$ cat src/rtl/gpio_ctrl_if.sv
// Single-cycle register bus between the IO module (master) and gpio_ctrl (slave).
// Strobes are one cycle wide; read data is registered in the slave.
interface gpio_ctrl_if #(
    parameter int WIDTH = 32
);
    logic [2:0]       bus_addr;
    logic             bus_we;
    logic             bus_re;
    logic [WIDTH-1:0] bus_wdata;
    logic [WIDTH-1:0] bus_rdata;

    modport master (
        output bus_addr,
        output bus_we,
        output bus_re,
        output bus_wdata,
        input  bus_rdata
    );

    modport slave (
        input  bus_addr,
        input  bus_we,
        input  bus_re,
        input  bus_wdata,
        output bus_rdata
    );
endinterface

$ cat src/rtl/gpio_ctrl.sv
// Clocked GPIO controller: direction/output/input registers, input synchroniser,
// edge-triggered sticky W1C interrupts. Optional per-pin debounce under GPIO_DEBOUNCE_EN.
module gpio_ctrl #(
    parameter int WIDTH           = 32,
    parameter int SYNC_STAGES     = 2,
    parameter int DEBOUNCE_CYCLES = 16
) (
    input  logic             clk,
    input  logic             rst,
    gpio_ctrl_if.slave       bus,
    input  logic [WIDTH-1:0] GPIO_IN,
    output logic [WIDTH-1:0] GPIO_OUT,
    output logic [WIDTH-1:0] GPIO_DIR,
    output logic             irq
);

    localparam logic [2:0] ADDR_CR   = 3'd0;
    localparam logic [2:0] ADDR_OR   = 3'd1;
    localparam logic [2:0] ADDR_IR   = 3'd2;
    localparam logic [2:0] ADDR_IER  = 3'd3;
    localparam logic [2:0] ADDR_IEF  = 3'd4;
    localparam logic [2:0] ADDR_ISR  = 3'd5;
    localparam logic [2:0] ADDR_OSET = 3'd6;
    localparam logic [2:0] ADDR_OCLR = 3'd7;

    logic [WIDTH-1:0] cr_reg,    cr_next;
    logic [WIDTH-1:0] or_reg,    or_next;
    logic [WIDTH-1:0] ier_reg,   ier_next;
    logic [WIDTH-1:0] ief_reg,   ief_next;
    logic [WIDTH-1:0] isr_reg,   isr_next;
    logic [WIDTH-1:0] rdata_reg, rdata_next;
    logic [WIDTH-1:0] prev_reg;
    logic             irq_reg;

    logic [WIDTH-1:0] sync_reg [SYNC_STAGES];
    logic [WIDTH-1:0] sync_in;
    logic [WIDTH-1:0] acc_in;
    logic [WIDTH-1:0] ir_val;
    logic [WIDTH-1:0] rise;
    logic [WIDTH-1:0] fall;
    logic [WIDTH-1:0] w1c;

    always_ff @(posedge clk or negedge rst) begin
        if (!rst) begin
            for (int i = 0; i < SYNC_STAGES; i++) begin
                sync_reg[i] <= '0;
            end
        end else begin
            sync_reg[0] <= GPIO_IN;
            for (int i = 1; i < SYNC_STAGES; i++) begin
                sync_reg[i] <= sync_reg[i-1];
            end
        end
    end

    assign sync_in = sync_reg[SYNC_STAGES-1];

`ifdef GPIO_DEBOUNCE_EN
    localparam int CNT_W = $clog2(DEBOUNCE_CYCLES + 1);

    genvar gi;
    for (gi = 0; gi < WIDTH; gi++) begin : g_debounce
        logic [CNT_W-1:0] cnt_reg;
        logic [CNT_W-1:0] cnt_inc;
        logic             acc_reg;

        assign cnt_inc = cnt_reg + 1'b1;

        // A pin that flips back to the accepted value before the count completes restarts from zero.
        always_ff @(posedge clk or negedge rst) begin
            if (!rst) begin
                cnt_reg <= '0;
                acc_reg <= 1'b0;
            end else if (sync_in[gi] == acc_reg) begin
                cnt_reg <= '0;
            end else if (cnt_inc == CNT_W'(DEBOUNCE_CYCLES)) begin
                cnt_reg <= '0;
                acc_reg <= sync_in[gi];
            end else begin
                cnt_reg <= cnt_inc;
            end
        end

        assign acc_in[gi] = acc_reg;
    end
`else
    logic unused_debounce_cfg;
    assign unused_debounce_cfg = (DEBOUNCE_CYCLES > 0);
    assign acc_in              = sync_in;
`endif

    // Output pins are masked so they neither read back nor raise edges; prev tracks regardless of CR.
    assign ir_val = acc_in & ~cr_reg;
    assign rise   = acc_in & ~prev_reg & ~cr_reg;
    assign fall   = ~acc_in & prev_reg & ~cr_reg;

    always_comb begin
        cr_next  = cr_reg;
        or_next  = or_reg;
        ier_next = ier_reg;
        ief_next = ief_reg;
        w1c      = '0;
        if (bus.bus_we) begin
            case (bus.bus_addr)
                ADDR_CR:   cr_next  = bus.bus_wdata;
                ADDR_OR:   or_next  = bus.bus_wdata;
                ADDR_IER:  ier_next = bus.bus_wdata;
                ADDR_IEF:  ief_next = bus.bus_wdata;
                ADDR_ISR:  w1c      = bus.bus_wdata;
                ADDR_OSET: or_next  = or_reg | bus.bus_wdata;
                ADDR_OCLR: or_next  = or_reg & ~bus.bus_wdata;
                default:   ;
            endcase
        end
    end

    // New events win over a simultaneous clear so none are lost.
    assign isr_next = (isr_reg & ~w1c) | (rise & ier_reg) | (fall & ief_reg);

    always_comb begin
        rdata_next = rdata_reg;
        if (bus.bus_re) begin
            case (bus.bus_addr)
                ADDR_CR:  rdata_next = cr_reg;
                ADDR_OR:  rdata_next = or_reg;
                ADDR_IR:  rdata_next = ir_val;
                ADDR_IER: rdata_next = ier_reg;
                ADDR_IEF: rdata_next = ief_reg;
                ADDR_ISR: rdata_next = isr_reg;
                default:  rdata_next = '0;
            endcase
        end
    end

    always_ff @(posedge clk or negedge rst) begin
        if (!rst) begin
            cr_reg    <= '0;
            or_reg    <= '0;
            ier_reg   <= '0;
            ief_reg   <= '0;
            isr_reg   <= '0;
            rdata_reg <= '0;
            prev_reg  <= '0;
            irq_reg   <= 1'b0;
        end else begin
            cr_reg    <= cr_next;
            or_reg    <= or_next;
            ier_reg   <= ier_next;
            ief_reg   <= ief_next;
            isr_reg   <= isr_next;
            rdata_reg <= rdata_next;
            prev_reg  <= acc_in;
            irq_reg   <= |isr_reg;
        end
    end

    assign GPIO_OUT      = cr_reg & or_reg;
    assign GPIO_DIR      = cr_reg;
    assign irq           = irq_reg;
    assign bus.bus_rdata = rdata_reg;

endmodule

$ cat src/flat_wrapper.sv
// flat-port wrapper written by rule: the top's interface ports become plain ports
module gpio_ctrl_flat 
#(
    parameter int WIDTH           = 32,
    parameter int SYNC_STAGES     = 2,
    parameter int DEBOUNCE_CYCLES = 16
)
  (clk, rst, GPIO_IN, GPIO_OUT, GPIO_DIR, irq, bus_bus_addr, bus_bus_we, bus_bus_re, bus_bus_wdata, bus_bus_rdata);
  gpio_ctrl_if #(.WIDTH(WIDTH)) bus_i ();
  input  logic clk;
  input  logic rst;
  input  logic [WIDTH-1:0] GPIO_IN;
  output logic [WIDTH-1:0] GPIO_OUT;
  output logic [WIDTH-1:0] GPIO_DIR;
  output logic irq;
  input wire logic [$bits(bus_i.bus_addr)-1:0] bus_bus_addr;
  input wire logic [$bits(bus_i.bus_we)-1:0] bus_bus_we;
  input wire logic [$bits(bus_i.bus_re)-1:0] bus_bus_re;
  input wire logic [$bits(bus_i.bus_wdata)-1:0] bus_bus_wdata;
  output wire logic [$bits(bus_i.bus_rdata)-1:0] bus_bus_rdata;
  assign bus_i.bus_addr = bus_bus_addr;
  assign bus_i.bus_we = bus_bus_we;
  assign bus_i.bus_re = bus_bus_re;
  assign bus_i.bus_wdata = bus_bus_wdata;
  assign bus_bus_rdata = bus_i.bus_rdata;
  gpio_ctrl #(.WIDTH(WIDTH), .SYNC_STAGES(SYNC_STAGES), .DEBOUNCE_CYCLES(DEBOUNCE_CYCLES)) u_core (.clk(clk), .rst(rst), .bus(bus_i), .GPIO_IN(GPIO_IN), .GPIO_OUT(GPIO_OUT), .GPIO_DIR(GPIO_DIR), .irq(irq));
endmodule
$ cat config.mk
export PLATFORM = sky130hd
export DESIGN_NAME = gpio_ctrl_flat
export DESIGN_NICKNAME = d
export VERILOG_FILES = /design/src/rtl/gpio_ctrl_if.sv /design/src/rtl/gpio_ctrl.sv /design/src/flat_wrapper.sv
export SDC_FILE = /design/constraint.sdc
export NUM_CORES = 1
export LEC_CHECK = 0
export ABC_AREA = 0
export ABC_CLOCK_PERIOD_IN_PS = 1800
export BUFFER_PORTS_ARGS = -buffer_cell sky130_fd_sc_hd__buf_4
export CAP_MARGIN = 20
export CELL_PAD_IN_SITES_DETAIL_PLACEMENT = 0
export CELL_PAD_IN_SITES_GLOBAL_PLACEMENT = 1
export CORE_MARGIN = 3
export CORE_UTILIZATION = 40
export CTS_CLUSTER_SIZE = 24
export DETAILED_ROUTE_END_ITERATION = 16
export PLACE_DENSITY = 0.8
export SYNTH_ARGS = -nofsm -noshare
export SYNTH_HDL_FRONTEND = slang
export SYNTH_SLANG_ARGS = --single-unit
export TNS_END_PERCENT = 10
$ cat constraint.sdc
create_clock -name clk -period 1.8 [get_ports clk]
set_input_delay 0.18 -clock clk [delete_from_list [all_inputs] [get_ports clk]]
set_output_delay 0.18 -clock clk [all_outputs]
set_load 0.05 [all_outputs]
==> results.toml, run 1 <==
[run_status]
status = "finished clean"

[synth]
synth_cells = 1149
synth_enable_flop_cells = 0
ys_warn_count = 0
syn_area_per_cell_um2 = 11.1
async_flop_share = 1.00
yosys_most_used_dff = "dfrtp_1"
ys_top_cells_by_count = "dfrtp_1 (289), o21ai_0 (107), nand2_1 (105)"
seq_area_frac_synth = 0.567
synth.most_common_cell = "dfrtp_1"
synth_top_cell_by_area = "dfrtp_1"
synth.top_cells.by_area = "dfrtp_1 (57%), mux2_2 (7.1%), mux2i_1 (4.2%), o21ai_0 (4.2%), nand2_1 (3.1%)"
netlist_area_um2 = 12700
synth_nets = 1220
yosysUniqueCellTypes = 40
yosysTopAreaCellShare = 0.567
ys_seq_elements = 289

[setup_path]
cp_max_fo = 3
end_kind = "flip-flop"
start_kind = "flip-flop"
worstPathRequired_ps = 2230
path_cells = "nor4_1 > nand4_1 > or2_2"
crit_type = "flip-flop to flip-flop"
worstPathArrival_ps = 2220
critPathBufInv = 0
max_stage_delay_ps = 570
cpMaxStageDelayCell = "nor4_1"
cp_top_family = "simple AND/OR/NAND/NOR gates"

[routing]
postRouteAntennaNets = 0
drtIter0Drc = 761
vias = 9865
finalWirelength_mm = 35.0
drc = 0
firstDrtPassIters = 6
wl_per_cell_um = 19.4
vias_per_cell = 5.47

[finish]
n_antenna_cell = 0
fin_nets = 1456
area_delta_synth_final_pct = 27.8
instances_no_fill = 1804
layout-drive-gt1-share = 0.244

[power_and_ir_drop]
p_leak_nw = 7.17
switching_power_mw = 6.44
powerDensity_nw_per_um2 = 1190
p_int_mw = 12.9
power_frac_clock = 0.306
switching_share = 0.333
seqPwrFrac = 0.442
p_total_mw = 19.3
ir_worst_vdd_uv = 793
pwr-share-comb = 0.251

[floorplan]
die_h_um = 185
std_cell_rows = 64
num_io_pins = 168
die_w_um = 185
die-area_um2 = 34000
start_util = 0.411
fp.coreArea_um2 = 31000

[clock_network]
cts_setup_buffers = 0
cts_buffer_depth = 3
tritoncts = "built"
cts_root_buf = "clkbuf_16"
insertion_delay_ps = 550
cts_resized = 0
clock-sinks = 289
cts_buffers = 30
clkTransAtPathRegs_ps = 60
htreeDepth = 1

[grt]
grt_first_pass_wirelength_mm = 56.0
grt_util_all_layers = 0.205
grt_pass1_vias = 9990
grt_max_degree = 59
antenna_found_initial = 0
grt.overflow.total = 0

[sta]
fmax_mhz = 561
fin_crit_ps = 1780
final-max-slew-violation-count = 0
setup_tns_ps = 0
hold_viol_final = 0
slew_headroom = 0.528
period_share = 0.991
setup_viol = 0
fin_hold_ws_ps = 57.3
tightest_slew_ps = 703
rsz0062_at_grt = "false"
fin_skew_ps = 7.07

[placed_design]
port-buffer-count = 167
dp.cells = 1684
routabilityCongestion = 0.829
post-dp-hpwl_mm = 23.5

[job]
maxCapViolCount = 0

[worst_hold_path]
min_path_type = "input pin to flip-flop"
cell usage in the layout (no fill, tap or decap), drive strengths merged, types with 14 or more instances in the layout:
master / Yosys / routed
dfrtp: 289 / 289
inv: 73 / 73
clkbuf: 17 / 47
nor2: 17 / 17
mux2: 86 / 86
nand2: 105 / 105
mux2i: 54 / 54
o21ai: 110 / 110
nand3b: 25 / 25
nor3: 23 / 23
o221ai: 30 / 30
a21oi: 75 / 75
nand2b: 16 / 16
and2: 33 / 33
a22o: 15 / 15
a21boi: 14 / 14
dlygate4sd3: 0 / 65
o211ai: 14 / 14
a31oi: 27 / 27
buf: 54 / 210
o2bb2ai: 17 / 17
kinds of logic after synthesis:
logic type             after synthesis  synth area share
buffers and inverters              144            0.0536
and+or+nand+nor                    248            0.0977
muxes                              140             0.118
DFF                                289             0.567
AOI/OAI and AO/OA                  328             0.163
worst paths after layout:
path                                startpoint                  endpoint  slack [ps]  cells after the start
max                         u_core.isr_reg[14]                u_core.irq          20                      3
min                            bus_bus_addr[2]  u_core.bus.bus_rdata[13]          60                      4
max reg2reg                 u_core.isr_reg[14]                u_core.irq          20                      3
min reg2reg                u_core.sync_reg[53]         u_core.acc_in[21]         350                      0
max in group asynchronous                  rst        u_core.GPIO_DIR[2]         980                      3
min in group asynchronous                  rst        u_core.GPIO_DIR[7]         180                      2
routing by layer:
| metal | global-route usage | share of wire | routed length (um) | vias up |
|---|---|---|---|---|
| met2 | 0.341 | 0.48 | 16700 | 276 |
| met5 | 0 | 0 | 0 | - |
| met3 | 0.0243 | 0.042 | 1480 | 57 |
| met4 | 0.0499 | 0.023 | 788 | 0 |
| met1 | 0.289 | 0.46 | 16000 | 4939 |
| li1 | - | - | - | 4593 |
cell type report:
cell class | instances | area, um2
flip-flops and latches | 289 | 7230
multi-input cells | 716 | 4850
clock inverters | 8 | 42.5
fillers | 2715 | 14700
repair buffers | 275 | 2480
clock buffers | 47 | 906
inverters | 73 | 274
well taps | 396 | 495
power groups by stage:
stage                     combinational, mW  sequential, mW  clock [mW]
after detailed placement               4.75            8.63           0
after global routing                   5.23            8.68        6.31
after floorplan                        2.34            9.19           0
after global placement                 4.66            8.62           0
final                                  4.85            8.54        5.92
after CTS                              4.89            8.53        6.07
worst reg2reg max path, delay by kind of cell, from the launching register on:
kind	cells	cell delay [ps]
flip-flops	1	470
AND/OR/NAND/NOR	3	1200
timing repair:
| action | 4_1_cts | 5_1_grt |
|---|---|---|
| endpoints found under the setup margin | 0 | 0 |
| hold buffers | 65 | 0 |
| hold endpoints to repair | 286 | 0 |
metrics by stage:
| step | util | cell area [um2] | setup WS (ps) |
|---|---|---|---|
| floorplan | - | 12700 | 454 |
| global placement | 0.474 | 14700 | 54.6 |
| detailed placement | 0.474 | 14700 | 69.2 |
| CTS | 0.525 | 16300 | 46.5 |
| global route | 0.525 | 16300 | 61.0 |
| finish | 0.525 | 16300 | 15.9 |
Power figures use the tool's default switching activity.
==> inputs of run 2 (changes only) <==
GPL_ROUTABILITY_DRIVEN = 0   (was not set)
RECOVER_POWER = 100   (was not set)
==> run 2 against run 1 <==
Net effect:
- clock-buffer cell count did not move
- setup slack got worse by 3.3 ps
- largest power group unchanged
- clock power barely moved
- wire length barely moved
- sequential cell count did not move
- critical endpoint unchanged
- combinational power fell by 7.0%
==> results.toml, run 2 (same netlist as run 1, synthesis figures left out) <==
[placed_design]
post-dp-hpwl_mm = 23.5
dp_slack_ps = 69.2
dp.cells = 1684
port-buffer-count = 167

[sta]
setup_viol = 0
setup_tns_ps = 0
slew_headroom = 0.426
fmax_mhz = 559
setup_ws_ps = 12.7
period_share = 0.993
fin_hold_ws_ps = 104
final-max-slew-violation-count = 0
fin_skew_ps = 6.76
rsz0062_at_grt = "false"
fin_crit_ps = 1790
hold_viol_final = 0
tightest_slew_ps = 861

[clock_network]
cts_setup_buffers = 0
tritoncts = "built"
clkTransAtPathRegs_ps = 60
insertion_delay_ps = 550
cts_buffers = 30
cts_root_buf = "clkbuf_16"
clock-sinks = 289
htreeDepth = 1
cts_buffer_depth = 3

[setup_path]
ff2ff_path_depth = 3
cp_max_fo = 3
crit_type = "flip-flop to flip-flop"
end_kind = "flip-flop"
worstPathRequired_ps = 2230
worstPathArrival_ps = 2220
start_kind = "flip-flop"

[routing]
vias = 9913
wl_per_cell_um = 19.4
finalWirelength_mm = 35.0
postRouteAntennaNets = 0
firstDrtPassIters = 6
vias_per_cell = 5.50
drc = 0
drtIter0Drc = 755

[finish]
final_cell_mix = "dfrtp_1 (289), o21ai_0 (109), nand2_1 (105)"
n_antenna_cell = 0
area_delta_synth_final_pct = 24.0
final_common_cell = "dfrtp_1"
fin_nets = 1456
multi_input_area_um2 = 4820
finish.utilization = 0.510
layout-drive-gt1-share = 0.212
regArea_um2 = 7230
fillers = 2818
instances_no_fill = 1804

[grt]
grt.overflow.total = 0
grt_pass1_vias = 9990
antenna_found_initial = 0
grt_first_pass_wirelength_mm = 56.0
grt_util_all_layers = 0.205
grt_max_degree = 59

[worst_hold_path]
hold_depth = 2
min_path_type = "input pin to flip-flop"

[power_and_ir_drop]
ir_worst_vdd_uv = 770
powerDensity_nw_per_um2 = 1200
p_leak_nw = 6.91

[floorplan]
start_util = 0.411
die_w_um = 185
num_io_pins = 168
die-area_um2 = 34000
fp.coreArea_um2 = 31000
std_cell_rows = 64
die_h_um = 185

[job]
maxCapViolCount = 0

[run_status]
status = "finished clean"
==> run 2: cell types whose count changed in the layout (fill, tap and decap cells not counted), moves of 9 or more <==
cell | before | now
buf_4 | 189 | 50
clkbuf_2 | 0 | 73
clkbuf_1 | 9 | 48
clkbuf_4 | 0 | 36
buf_12 | 20 | 11
==> run 2: path summary, 6_finish.rpt <==
path                                             to                start  slack, ps
hold reg to reg                   u_core.acc_in[21]  u_core.sync_reg[53]        350
min in group asynchronous       u_core.sync_reg[40]                  rst        310
setup / recovery                         u_core.irq   u_core.isr_reg[14]         10
max in group asynchronous       u_core.sync_reg[49]                  rst        330
setup reg to reg                         u_core.irq   u_core.isr_reg[14]         10
hold / removal             u_core.bus.bus_rdata[14]           bus_bus_re        100
==> run 2: layout make-up <==
| class | count | share of cell area |
|---|---|---|
| tap | 396 | 0.0314 |
| timing repair buffer | 275 | 0.129 |
| inverter | 73 | 0.0173 |
| sequential | 289 | 0.458 |
| multi-input combinational | 716 | 0.305 |
| clock inverter | 8 | 0.00269 |
| clock buffer | 47 | 0.0573 |
==> run 2: power breakdown <==
part,total [mW],switching [mW],internal [mW]
combinational,4.51,2.93,1.57
clock,5.91,2.48,3.43
sequential,8.54,1.00,7.53
==> run 2: through the flow <==
step                cell area (um2)  power (mW)
floorplan                     12700        11.5
global placement              14700        13.3
detailed placement            14700        13.4
CTS                           16300        19.5
global route                  15800        19.9
finish                        15800        19.0
==> run 2: timing repair <==
action	CTS	global route
endpoints found under the hold margin	286	0
gates resized for setup	0	0
hold buffers	65	0
==> run 2: worst max-delay path, cell delays in order (launching register included) <==
cell and delay [ps]:
dfrtp_1 470, nor4_1 570, nand4_1 280, or2_2 360
==> run 2: layer usage <==
metal | track usage | part of all wire | vias up
met3 | 0.0243 | 0.045 | 62
met2 | 0.341 | 0.48 | 291
met5 | 0 | 0 | -
met1 | 0.289 | 0.45 | 4982
met4 | 0.0499 | 0.024 | 0
li1 | - | - | 4578
==> inputs of run 3 (changes only) <==
ABC_AREA = 1   (was 0)
PLACE_DENSITY = 0.83   (was 0.8)
==> run 3 against run 2 <==
Net effect:
- non-clock buffer count stayed put
- utilization is 0.21 points higher
- clock power rose by 28%
- clock-buffer cell count increased by 2
- via count is 16% higher
- sequential cell count unchanged
- die area is 1.1% higher
- largest power group unchanged
- synthesized area increased by 1.1%
- sequential power fell by 2%
- setup slack improved by 58 ps
- critical endpoint is now GPIO_OUT[12]
- first-iteration DRC count is 35% higher
==> results.toml, run 3 <==
[run_status]
status = "finished clean"

[synth]
ys_warn_count = 0
ys_seq_elements = 289
synth_top_cell_by_area = "dfrtp_1"
ys_top_cells_by_count = "nand2_1 (389), dfrtp_1 (289), inv_1 (171)"
synth_nets = 1602
yosysTopAreaCellShare = 0.561
synth_cells = 1531
synth.most_common_cell = "nand2_1"
yosysUniqueCellTypes = 28
synth_enable_flop_cells = 0
syn_area_per_cell_um2 = 8.42
async_flop_share = 1.00
netlist_area_um2 = 12900
seq_area_frac_synth = 0.561
yosys_most_used_dff = "dfrtp_1"
synth.top_cells.by_area = "dfrtp_1 (56%), nand2_1 (11%), inv_1 (5.0%), nor2_1 (5.0%), o21ai_0 (4.6%)"

[placed_design]
post-dp-hpwl_mm = 26.4
dp_slack_ps = 200
placed_cell_area_um2 = 14800
port-buffer-count = 167

[floorplan]
num_io_pins = 168
die_h_um = 186
die-area_um2 = 34400
start_util = 0.407
fp.coreArea_um2 = 31600
std_cell_rows = 65
die_w_um = 186

[setup_path]
worstPathRequired_ps = 1620
start_kind = "flip-flop"
worstPathArrival_ps = 1550
end_kind = "output port"
cp_max_fo = 6
crit_type = "flip-flop to output port"

[sta]
setup_ws_ps = 70.5
final-max-slew-violation-count = 0
hold_viol_final = 0
fin_crit_ps = 1730
period_share = 0.961
slew_headroom = 0.346
fmax_mhz = 578
fin_skew_ps = 7.90
setup_viol = 0
tightest_slew_ps = 981
setup_tns_ps = 0
rsz0062_at_grt = "false"

[routing]
vias_per_cell = 5.26
vias = 11500
postRouteAntennaNets = 0
drc = 0
drtIter0Drc = 1016
firstDrtPassIters = 5
finalWirelength_mm = 40.1
wl_per_cell_um = 18.3

[finish]
fillers = 2994
finish.utilization = 0.512
fin_nets = 1834
final_cell_mix = "nand2_1 (392), dfrtp_1 (289), inv_1 (172)"
layout-drive-gt1-share = 0.139
final_common_cell = "nand2_1"
finalInstanceArea_um2 = 16200
area_delta_synth_final_pct = 25.7

[job]
maxCapViolCount = 0

[clock_network]
clkTransAtPathRegs_ps = 60
tritoncts = "built"
clock-sinks = 289
insertion_delay_ps = 510
cts_buffer_depth = 3
cts_resized = 0
cts_buffers = 34
htreeDepth = 2
cts_root_buf = "clkbuf_16"

[grt]
antenna_found_initial = 1
grt_first_pass_wirelength_mm = 62.7
grt_max_degree = 54
grt_pass1_vias = 11200
grt_util_all_layers = 0.235
grt.overflow.total = 0

[power_and_ir_drop]
ir_worst_vdd_uv = 865
p_leak_nw = 8.20
powerDensity_nw_per_um2 = 1230
p_total_mw = 19.9

[worst_hold_path]
min_path_type = "input pin to flip-flop"
[run 3: cell types whose count changed after synthesis, moves of 25 or more]
cell,previous run,this run
nand3_1,13,111
nand2_1,105,389
o311ai_0,4,32
mux2_2,80,0
a21oi_1,75,20
mux2i_1,54,0
nor2_1,17,170
nand4_1,2,63
nand3b_1,25,0
a31oi_1,27,0
inv_1,73,171
o21ai_1,3,68
o221ai_1,30,0
and2_1,33,0
[run 3: worst paths after layout]
kind | from | to | slack [ps] | cells after the start
max | u_core.GPIO_DIR[12] | GPIO_OUT[12] | 70 | 3
min | bus_bus_wdata[0] | u_core.GPIO_DIR[0] | 20 | 3
max reg2reg | u_core.isr_reg[6] | u_core.irq | 370 | 4
min reg2reg | u_core.sync_reg[61] | u_core.acc_in[29] | 350 | 0
max in group asynchronous | rst | u_core.ief_reg[29] | 320 | 3
min in group asynchronous | rst | u_core.bus.bus_rdata[7] | 190 | 2
[run 3: logic make-up after synthesis]
kind of cell	count (synthesis)	share of synthesized area
AND/OR/NAND/NOR	748	0.249
flip-flops	289	0.561
buffers and inverters	255	0.0881
AO/OA/AOI/OAI	239	0.102
[run 3: where the power goes]
part / internal (mW) / switching [mW] / leakage (nW)
clock network: 4.85 / 2.71 / 0.615
registers: 7.46 / 0.937 / 3.47
logic: 1.10 / 2.80 / 4.12
[run 3: final cells by class]
| class | instances | area, um2 | share of cell area |
|---|---|---|---|
| diodes | 1 | 2.50 | 0.000154 |
| clock buffers | 49 | 1030 | 0.0636 |
| clock inverters | 13 | 218 | 0.0134 |
| inverters | 176 | 662 | 0.0409 |
| multi-input cells | 987 | 4500 | 0.278 |
| flip-flops and latches | 289 | 7230 | 0.446 |
| well taps | 402 | 503 | 0.0311 |
| repair buffers | 275 | 2050 | 0.127 |
[run 3: worst max-delay path: stages (launching register included)]
cell	delay, ps
dfrtp_1	540
nand2_1	200
inv_1	90
clkbuf_4	220
[run 3: metrics by stage]
stage / instances / hold slack, ps
2_1_floorplan: 1531 / -116
3_3_place_gp: 2070 / 154
3_5_place_dp: 2070 / 157
4_1_cts: 2191 / 10.9
5_1_grt: 2192 / 56.7
6_report: 2192 / 20.6
[run 3: repair_timing]
| action | CTS | global route |
|---|---|---|
| endpoints found under the hold margin | 157 | 0 |
| buffers inserted | 0 | 0 |
| hold buffers | 59 | 0 |
| endpoints found under the setup margin | 0 | 0 |
[run 3: metal layers]
metal | wire, um | vias to the layer above | track usage
met1 | 17800 | 5582 | 0.332
met5 | 0 | - | 0
met4 | 973 | 0 | 0.0642
met3 | 2600 | 71 | 0.0340
met2 | 18800 | 427 | 0.382
li1 | - | 5440 | -
